$ cat src/rtl/bullet_hit_pkg.sv
// Purpose: shared defaults, FSM state encoding and score ceiling for bullet_hit.
// Latency: n/a (constants only).
// Backpressure: n/a.
package bullet_hit_pkg;

    localparam int ROW_W_DEF   = 118;
    localparam int SCORE_W_DEF = 16;

    localparam logic [1:0] ST_IDLE   = 2'd0;
    localparam logic [1:0] ST_SCAN   = 2'd1;
    localparam logic [1:0] ST_REPORT = 2'd2;

    localparam logic [SCORE_W_DEF-1:0] SCORE_MAX = '1;

endpackage

$ cat src/rtl/score_sat_acc.sv
// Purpose: running score register that adds an 8-bit value and clamps at all-ones.
// Latency: 1 cycle from add_en to updated score.
// Backpressure: none; every add_en is accepted.
module score_sat_acc
    import bullet_hit_pkg::*;
#(
    parameter int SCORE_W = SCORE_W_DEF
) (
    input  logic               clk,
    input  logic               resetn,
    input  logic               add_en,
    input  logic [7:0]         add_val,
    output logic [SCORE_W-1:0] score
);

    localparam logic [SCORE_W-1:0] MAX_VAL = '1;

    logic [SCORE_W-1:0] acc_q;
    logic [SCORE_W:0]   sum;

    // One extra bit on the sum exposes the carry used for saturation.
    always_comb begin
        sum = {1'b0, acc_q} + {{(SCORE_W + 1 - 8){1'b0}}, add_val};
    end

    // Accumulate on request, pinning at the maximum instead of wrapping.
    always_ff @(posedge clk) begin
        if (!resetn) begin
            acc_q <= '0;
        end else if (add_en) begin
            acc_q <= sum[SCORE_W] ? MAX_VAL : sum[SCORE_W-1:0];
        end
    end

    assign score = acc_q;

endmodule

$ cat src/rtl/bullet_hit.sv
// Purpose: snapshot a bullet/enemy row, scan one column per cycle for hits, report mask/count/score.
// Latency: done pulses ROW_W+2 cycles after the start-sampling edge; one scan in flight at a time.
// Backpressure: start is only honoured in IDLE; requests while busy are dropped, not queued.
// Optional: define BULLET_HIT_LOOKAHEAD_EN to also flag a bullet whose right-hand neighbour holds an enemy.
module bullet_hit
    import bullet_hit_pkg::*;
#(
    parameter int ROW_W   = ROW_W_DEF,
    parameter int SCORE_W = SCORE_W_DEF
) (
    input  logic               clk,
    input  logic               resetn,
    input  logic               start,
    input  logic [ROW_W-1:0]   bulletRow,
    input  logic [ROW_W-1:0]   enemyRow,
    output logic               busy,
    output logic               done,
    output logic [ROW_W-1:0]   hitMask,
    output logic [7:0]         hitCount,
    output logic [SCORE_W-1:0] score
);

    localparam int               IDX_W    = (ROW_W > 1) ? $clog2(ROW_W) : 1;
    localparam logic [IDX_W-1:0] LAST_IDX = IDX_W'(ROW_W - 1);

    logic [1:0]       state;
    logic [IDX_W-1:0] idx;
    logic [ROW_W-1:0] bullet_snap;
    logic [ROW_W-1:0] enemy_snap;
    logic [ROW_W-1:0] work_mask;
    logic [7:0]       work_cnt;
    logic             hit_col;

`ifdef BULLET_HIT_LOOKAHEAD_EN
    // Enemy row shifted down one column; its top bit is zero, so the last
    // column naturally gets no lookahead term.
    logic [ROW_W-1:0] enemy_next;
    assign enemy_next = enemy_snap >> 1;

    // Same-column hit, or a bullet about to cross the enemy one column up.
    always_comb begin
        hit_col = (bullet_snap[idx] & enemy_snap[idx]) |
                  (bullet_snap[idx] & enemy_next[idx]);
    end
`else
    // Same-column hit only.
    always_comb begin
        hit_col = bullet_snap[idx] & enemy_snap[idx];
    end
`endif

    // Scan controller: snapshot on start, walk the columns, publish results.
    always_ff @(posedge clk) begin
        if (!resetn) begin
            state       <= ST_IDLE;
            idx         <= '0;
            bullet_snap <= '0;
            enemy_snap  <= '0;
            work_mask   <= '0;
            work_cnt    <= '0;
            hitMask     <= '0;
            hitCount    <= '0;
            done        <= 1'b0;
        end else begin
            done <= 1'b0;
            case (state)
                ST_IDLE: begin
                    if (start) begin
                        bullet_snap <= bulletRow;
                        enemy_snap  <= enemyRow;
                        idx         <= '0;
                        work_mask   <= '0;
                        work_cnt    <= '0;
                        state       <= ST_SCAN;
                    end
                end
                ST_SCAN: begin
                    if (hit_col) begin
                        work_mask[idx] <= 1'b1;
                        work_cnt       <= work_cnt + 8'd1;
                    end
                    if (idx == LAST_IDX) begin
                        state <= ST_REPORT;
                    end else begin
                        idx <= idx + 1'b1;
                    end
                end
                ST_REPORT: begin
                    hitMask  <= work_mask;
                    hitCount <= work_cnt;
                    done     <= 1'b1;
                    state    <= ST_IDLE;
                end
                default: begin
                    state <= ST_IDLE;
                end
            endcase
        end
    end

    assign busy = (state != ST_IDLE);

    // The score adds the completed scan's count while results are published.
    score_sat_acc #(
        .SCORE_W (SCORE_W)
    ) u_acc (
        .clk     (clk),
        .resetn  (resetn),
        .add_en  (state == ST_REPORT),
        .add_val (work_cnt),
        .score   (score)
    );

endmodule

$ cat config.mk
export PLATFORM = sky130hd
export DESIGN_NAME = bullet_hit
export DESIGN_NICKNAME = d
export VERILOG_FILES = /design/src/rtl/bullet_hit_pkg.sv /design/src/rtl/score_sat_acc.sv /design/src/rtl/bullet_hit.sv
export SDC_FILE = /design/constraint.sdc
export NUM_CORES = 1
export LEC_CHECK = 0
export CAP_MARGIN = 0
export CORE_UTILIZATION = 54
export CTS_BUF_LIST = sky130_fd_sc_hd__clkbuf_2 sky130_fd_sc_hd__clkbuf_4 sky130_fd_sc_hd__clkbuf_8
export DETAILED_ROUTE_END_ITERATION = 8
export PLACE_DENSITY_LB_ADDON = 0.2
export SLEW_MARGIN = 20
export SYNTH_ARGS = -nofsm -noshare
export SYNTH_HDL_FRONTEND = slang
export SYNTH_SLANG_ARGS = --single-unit
$ cat constraint.sdc
create_clock -name clk -period 3.4 [get_ports clk]
set_clock_uncertainty 0.05 [all_clocks]
set_input_delay 0.68 -clock clk [delete_from_list [all_inputs] [get_ports clk]]
set_output_delay 0.68 -clock clk [all_outputs]
set_load 0.02 [all_outputs]
* Word level (Yosys, flattened, before mapping)
Cells that the tools add are included.
** Storage, ports and cells
- Bits in read-only memories :: 0
- Bits in latches :: 0
- Bits in registers :: 514
- Input bits :: 239
- Memories kept :: 0
- RAM bits :: 0
- Logic and storage cells :: 52
** Cells by class
- Divide/modulo/power cells :: 0
- Multipliers :: 0
- Order comparisons :: 2
- Multiplexer cells :: 20
- Shift operators :: 0
- Reduce and logical (&&, ||, !) cells :: 8
- Bitwise logic cells :: 2
- Eq/ne operators :: 7
- $add $sub $neg :: 3
** Operators with widths (count)
- 2-to-1 mux 118 bit :: 2
- one-hot mux 118 bit (2 select lines) :: 1
- bitwise OR 118 bit :: 1
- adder 16 x 8 -> 17 bit :: 1
- 2-to-1 mux 16 bit :: 1
- 2-to-1 mux 8 bit :: 2
- one-hot mux 8 bit (2 select lines) :: 1
- binary-select mux 1 bit (select 7 bit) :: 2
- 2-to-1 mux 7 bit :: 2
- one-hot mux 7 bit (2 select lines) :: 1
- adder 8 x 1 -> 8 bit, second input constant :: 1
- less-than comparator 7 x 8 -> 1 bit, second input constant :: 1
- inequality test 2 bit, second input constant :: 4
- adder 7 x 1 -> 7 bit, second input constant :: 1
- demux 1 bit (select 7 bit) :: 1
- == test 7 bit, second input constant :: 1
- >= comparator 7 x 1 -> 1 bit, second input constant :: 1
- AND reduction 3 bit :: 2
- 2-to-1 mux 1 bit :: 4
- 2-to-1 mux 2 bit :: 2
- one-hot mux 2 bit (2 select lines) :: 1
- AND reduction 2 bit :: 2
- nonzero test 2 bit :: 2
- == test 2 x 1 -> 1 bit, second input constant :: 1
- other kinds (4) :: 4

* Logic depth before layout (Yosys ltp)
- Word-level depth :: 7
- Depth in mapped cells :: 14

* Hierarchy
A second synthesis with hierarchy kept.
** Unflattened totals
- Cell total of the unflattened synthesis :: 2440
- Area total of the unflattened synthesis :: 21146.5 µm²
** By module, submodules not included
- bullet_hit :: times used 1, sequential area each 9969.6 µm², area each 20058.0 µm², cells an instance 2307
- score_sat_acc :: times used 1, sequential area each 320.3 µm², area each 1088.5 µm², cells an instance 133

* Worst setup path after synthesis
No wires, ideal clock.
- Kind :: reg-to-reg
- Start point :: register idx[0]
- End point :: register work_mask[100]
- Required time :: 3.221 ns
- Slack :: 0.633 ns
- Path buffers :: 4
- Arrival time :: 2.588 ns
- Library setup time :: 0.129 ns
- Cell stages (with the launch flop) :: 14
- Cell sequence :: dfxtp_1 buf_6 buf_8 mux4_2 mux2_2 nand4_1 nand4_1 a211oi_2 a31o_2 a21oi_4 buf_6 buf_6 a31oi_1 nor2_1
** On the way
- Cells in the longest elaborated chain, start to end :: 7
- Elaborated cells on any way between the ends :: 15
- Those cells by class :: order compare (2); eq/ne (1); mux (8); bitwise (2); reduce/logical (2)
** Ends and longest elaborated chain
- start, declared :: line bullet_hit.sv:27 : logic [IDX_W-1:0] idx;
- start signal, assigned :: line bullet_hit.sv:85 : idx <= idx + 1'b1;
- less-than comparator 7 x 8 -> 1 bit (implied by the code) or >= comparator 7 x 1 -> 1 bit (tied branches) :: line bullet_hit.sv:79 : work_mask[idx] <= 1'b1;
- logical AND 1 bit (implied by the code) :: line bullet_hit.sv:79
- 2-to-1 mux 1 bit (implied by the code) :: line bullet_hit.sv:79
- demux 1 bit (select 7 bit) :: line bullet_hit.sv:79
- bitwise OR 118 bit (no line)
- 2-to-1 mux 118 bit :: line bullet_hit.sv:78 : if (hit_col) begin
- one-hot mux 118 bit (2 select lines) :: line bullet_hit.sv:66 : case (state)
- end signal, assigned :: line bullet_hit.sv:59 : work_mask <= '0;
- end signal, assigned :: line bullet_hit.sv:72 : work_mask <= '0;
- end signal, assigned by index :: line bullet_hit.sv:79
- end, declared :: line bullet_hit.sv:30 : logic [ROW_W-1:0] work_mask;
Parallel ways exist; a longest one is shown, timed or not. The select of a mux whose other input is x is not followed.
A chain may end at the register's enable or synchronous reset.

* Final worst setup path
- Start point :: register idx[2]
- End point :: register work_mask[106]
The elaborated chain is that of the path after synthesis.

==> flow_metrics.tcl <==
set metrics [dict create \
    synth.largest_area_cell "dfxtp_1" \
    wl_per_cell_um 17.48 \
    worstMarginPinSlew_ns 1.110 \
    dr_total_vias 18560 \
    cts_num_sinks 514 \
    insertion_delay_ns 0.62 \
    overflow 0 \
    dieWidth_um 194.7 \
    port_buffers 382 \
    hold_violations 0 \
    setup.worst_path.start_class "register" \
    path_cells "buf_4 -> nor2b_1 -> buf_4 -> a221oi_1 -> o22ai_1 -> o2111a_1 -> o41ai_4 -> buf_4 -> a21oi_4 -> buf_12 -> buf_4 -> buf_4 -> a31oi_1 -> nor2_1" \
    dr.pass1.iters 6 \
    clock_path_buffers 3 \
    postRouteAntennaNets 0 \
    via_per_inst 5.589 \
    ir_drop_uv 338.1 \
    synth_top_area_share_pct 51.34 \
    ctsHoldBuffers 0 \
    syn_nets 2713 \
    syn_to_final_growth_pct 29.85 \
    powerDensity_nw_per_um2 504.6 \
    layout.nets 3035 \
    async_flop_share_pct 0 \
    r2r_slack_ns 0.08 \
    r2r-end "work_mask[106]" \
    required_ns 3.84 \
    core_area_um2 36520 \
    synth-edff-count 0 \
    fill_cells 2837 \
    cts_root_buf "clkbuf_8" \
    p_leak_nw 9.260 \
    ys_types 68 \
    cts_tree "done" \
    first_global_vias 17590 \
    cts_buffers 81 \
    die_h_um 194.7 \
    maxCapViolations 0 \
    crit_top_cell "buf_4" \
    grt_max_degree 239 \
    critPathArrivalTime_ns 3.76 \
    synth_ff_type "dfxtp_1" \
    hold_class "register to register" \
    die_area_um2 37890 \
    post-place-ws_ns 0.06363 \
    crit_fanout 23 \
    io_pins 383 \
    synth-seq-cells 514 \
    antenna_found_initial 2 \
    avgSynthCellArea_um2 8.141 \
    worstHoldStart "work_mask[84]" \
    max-slew-margin-rel_pct 25.33 \
    drt_wl_total_mm 58.04 \
    netlist_instances 2462 \
    drive_gt1_share_pct 9.263 \
    clk_pin_slew_ns 0.06 \
    outcome "completed" \
    post-route-drc-count 0 \
    whs_path_depth 2 \
    worst-r2r-cell-count 14 \
    finalMaxSlewViolations 0 \
    r2r_start "idx[2]" \
    yosysSeqAreaShare_pct 51.34 \
    post-route-util_pct 71.26 \
    max_stage_delay_ns 0.54 \
    layout_setup_ws_ns 0.08244 \
    final_cell_mix "nand2_1 (855), dfxtp_1 (510), a21oi_1 (383)" \
    rows 70 \
    cp_slowest_cell "dfxtp_4" \
    clock.fmax_mhz 301.4 \
    ctsHtreeMaxLevel 3 \
    drt_iter0_markers 1702 \
    setup_viol 0 \
    grt_usage_pct 30.09 \
    synth_area_um2 20040 \
    place_congestion 0.8869 \
    yosysWarnings 0 \
    period_needed_ns 3.318 \
    place_hpwl_mm 40.39 \
    endpoint_kind "register" \
    dp_cells 3167 \
    crit_type "register to register" \
    min_to "work_mask[84]" \
    start_util_pct 54.88 \
    final_cells 3320 \
    grt_pass1_wl_mm 91.67 \
    finalCritPeriodShare_pct 97.58 \
    yosys-top-cells-area "dfxtp_1 (51%), nand2_1 (16%), a21oi_1 (9.6%), clkbuf_1 (2.8%), mux4_2 (2.1%)" \
    layout_commonest_cell "nand2_1" \
]
## metal layers
layer	global-route usage [%]	vias to the layer above	part of all wire, %
met5	0	-	0
met4	12.43	0	3.3
met3	5.188	135	7.8
met2	49.16	811	48
met1	39.40	8630	41
li1	-	8981	-
## per-stage QoR
stage | total power [mW] | cell area, µm² | hold WS [ns] | setup TNS, ns
6_report | 13.13 | 26030 | 0.4008 | 0
4_1_cts | 13.17 | 25970 | 0.4002 | 0
5_1_grt | 13.60 | 26020 | 0.3998 | -0.002889
3_3_place_gp | 7.455 | 24120 | 0.3844 | 0
3_5_place_dp | 7.477 | 24120 | 0.3916 | 0
2_1_floorplan | 6.985 | 20040 | 0.3749 | 0
## layout make-up
class | count | area [µm²] | area share, %
Antenna cell | 2 | 5.005 | 0.01923
Clock buffer | 128 | 1630 | 6.264
Clock inverter | 21 | 216.5 | 0.8317
Inverter | 17 | 71.32 | 0.2740
Multi-Input combinational cell | 1742 | 8911 | 34.24
Sequential cell | 514 | 10300 | 39.58
Tap cell | 468 | 585.6 | 2.250
Timing Repair Buffer | 428 | 4307 | 16.55
## flip-flops by register name, summed over array words and instances (netlist names)
signal       cells
u_acc.score     16
enemy_snap     118
idx              7
done             1
work_mask      118
hitCount         8
bullet_snap    118
work_cnt         8
state            2
hitMask        118
## worst max-delay path: cells and delay by family, from the launching register on
kind,cells,cell delay (ns)
AOI/OAI and AO/OA,6,1.42
buffers and inverters,6,1.05
DFF,1,0.54
and+or+nand+nor,2,0.11
## where the power goes
part	switching (mW)	internal (mW)
clock	2.45	3.31
sequential	0.119	6.20
combinational	0.561	0.497
## repair_timing
action,in CTS,in global routing
gates resized for setup,0,9
buffers inserted,0,2
endpoints found under the setup margin,0,96
## cells by family after synthesis
logic type      after synthesis  share of synthesized area [%]
mux                          63                          4.420
simple gates               1019                          20.24
fa+ha+maj                    12                         0.7866
xor+xnor                     13                         0.5681
buf+inv                     206                          4.488
compound gates              635                          18.16
flops                       514                          51.34
## worst max-delay path by stage
stage	cells past startpoint	to	slack, ns	startpoint
floorplan	13	work_mask[100]	0.63	idx[0]
global placement	11	work_mask[7]	0.13	idx[2]
detailed placement	10	work_mask[3]	0.06	idx[2]
CTS	10	work_mask[39]	0.05	idx[2]
global route	13	work_mask[106]	-0.003	idx[0]
finish	14	work_mask[106]	0.08	idx[2]
## synthesized netlist by cell type (3+ instances only)
cell	instances
o21ai_0	75
nor2b_1	12
a21oi_1	383
buf_4	10
xor2_1	4
clkbuf_2	5
a22o_1	7
a31oi_1	33
xnor2_1	9
a221oi_1	31
nand3_1	19
dfxtp_1	514
o21bai_1	4
buf_1	7
mux4_2	19
o2111a_1	3
o21ai_1	40
mux2_1	4
o22ai_1	8
a211oi_1	5
nand4_1	9
buf_2	9
nand2b_1	10
buf_6	8
or2_2	3
inv_1	13
mux2_2	10
inv_2	3
nor4_1	3
nand2_1	863
and2_1	4
mux2i_1	30
a221o_1	3
clkbuf_1	149
o221ai_1	3
o211ai_1	6
nor2_1	62
ha_1	11
a22oi_1	11
and3_1	16
nor3_1	8
a2111oi_2	3
No activity file was read; power rests on OpenSTA's default activity.
==> variant (same settings) <==
The package constant `ROW_W_DEF` goes from 118 to 114.
--- a/src/rtl/bullet_hit_pkg.sv
+++ b/src/rtl/bullet_hit_pkg.sv
@@ -3,7 +3,7 @@
 // Backpressure: n/a.
 package bullet_hit_pkg;
 
-    localparam int ROW_W_DEF   = 118;
+    localparam int ROW_W_DEF   = 114;
     localparam int SCORE_W_DEF = 16;
 
     localparam logic [1:0] ST_IDLE   = 2'd0;
Ports: changed (resized bulletRow, enemyRow and hitMask); port bits go from 383 to 371. The function was not compared with the original's and may differ.
==> variant against the unedited design <==
Design area decreased by 1.5%; sequential cell count shrank 16; via count down 1.5%; non-clock buffer count decreased by 11; cell count shrank 3.3%; wire length is 0.78% higher; area after synthesis is 0.17% lower; critical path depth decreased by 4; setup slack improved by 0.074 ns; total power decreased by 5.4%; worst hold slack lost 0.0090 ns; critical path type unchanged; largest cell class unchanged.
==> variant: results (changes against the unedited design) <==
Synth:
- The adder-cell share of the synthesized area is 0.788% (+0.0014 points).
- The mean cell area of the mapped netlist is 8.40 um2 (+3.1%).
- The area fraction in compound gates after synthesis was 19.9% (+1.7 points).
- The synthesized-area fraction occupied by xor and xnor cells is 0.700% (+0.13 points).
- The number of nets produced by synthesis was 2626 (-3.2%).
- The count of cell types in the netlist is 71 (+4.4%).
- The portion of the post-synthesis area used by sequential elements is 49.8% (-1.5 points).
- The multiplexer fraction of the synthesized cell area is 4.43% (+0.014 points).
- The commonest cells after synthesis are nand2_1 (847), dfxtp_1 (498), a21oi_1 (376), clkbuf_1 (144), o31ai_2 (55).

Placement:
- The area after detailed placement is 0.0240 mm2 (-0.61%).
- The number of cells after detailed placement came to 3075 (-2.9%).
- The quantity of I/O buffers inserted on ports is 370 (-3.1%).
- The final weighted congestion in routability-driven placement is 0.850 (-4.2%).

Finish:
- The ratio of cells with drive above 1 in the final layout came to 10.9% (+1.7 points).
- The net count reported at finish is 2931 (-3.4%).

Pwr:
- The static leakage power is 0.00910 uW (-1.7%).
- The worst vdd rail ir drop is 0.000253 V (-25%).

Global routing:
- The largest net degree at the start of global routing is 232 (-2.9%).
- The wire length of the first global-routing pass was 91800 um (+0.13%).
- The overall track demand over capacity in global routing is 30.1% (+0.038 points).

Clocking:
- The number of buffers inserted during clock tree synthesis came to 79 (-2.5%).
- The clock tree root driver cell is clkbuf_8.

Drt:
- The detail-routed via count per cell is 5.69 (+1.9%).
- The routed wire length came to 58500 um (+0.78%).
- The DRC marker count from the first detailed-route iteration came to 1536 (-9.8%).
- The number of iterations in the first detailed-routing pass is 5 (-1).

Critical path:
- The cell depth of the worst flop-to-flop path is 10 (-4).
- The slack of the worst reg-to-reg path was 0.16 ns (+0.07 ns).
- The highest cell delay on the worst timing path was 0.72 ns (+0.18 ns).
- The worst reg2reg path endpoint is work_mask[65].
- The worst-path maximum fanout is 53 (+130%).

Timing:
- The actual transition at the worst max-transition pin is 1.08 ns (-0.0252 ns).

Outcome:
- The run finished with clean final reports.
variant: cell count changes after synthesis, sizes merged, moves of 9 or more:
cell    before  now
o31ai        0   97
o21ai      115   36
nor2        63   40
a31oi       33   13
dfxtp      514  498
nand2      863  847
or3          1   17
buf         35   48
a221oi      31   20
and3        16    6
mux2i       30   20
clkbuf     154  145
mux2        14    5
mux4        19   28
variant: stage by stage:
stage	power [uW]	worst slack, ns
after floorplan	6790	0.603
after global placement	7250	0.277
after detailed placement	7270	0.145
after CTS	12500	0.130
after global routing	12900	0.0248
final	12400	0.157
variant: per-layer routing:
layer	GRT usage [%]	wire, um	part of all wire [%]	vias to the layer above
met2	49.5	27900	48	736
met1	38.8	24400	42	8696
li1	-	-	-	8707
met5	0	0	0	-
met3	4.89	3890	6.7	145
met4	14.3	2300	3.9	0
variant: final cells by class:
type | count | area (um2)
Fill cell | 2890 | 10900
Clock buffer | 121 | 1540
Sequential cell | 498 | 9980
Tap cell | 468 | 586
Antenna cell | 1 | 2.50
Clock inverter | 14 | 108
Inverter | 17 | 75.1
Multi-Input combinational cell | 1675 | 9130
Timing Repair Buffer | 417 | 4220
variant: how the worst min path moves through the flow:
stage | from | end | slack [ns]
4_1_cts | work_mask[4] | hitMask[4] | 0.39
3_3_place_gp | work_mask[91] | work_mask[91] | 0.38
2_1_floorplan | work_mask[100] | work_mask[100] | 0.37
5_1_grt | work_mask[23] | hitMask[23] | 0.41
6_report | work_mask[4] | hitMask[4] | 0.39
3_5_place_dp | work_mask[23] | work_mask[23] | 0.39
variant: where the power goes:
part           internal (uW)  switching (uW)  total (uW)
registers               6000             109        6110
logic                    471             579        1050
clock network           2960            2300        5260
total                   9430            2990       12400
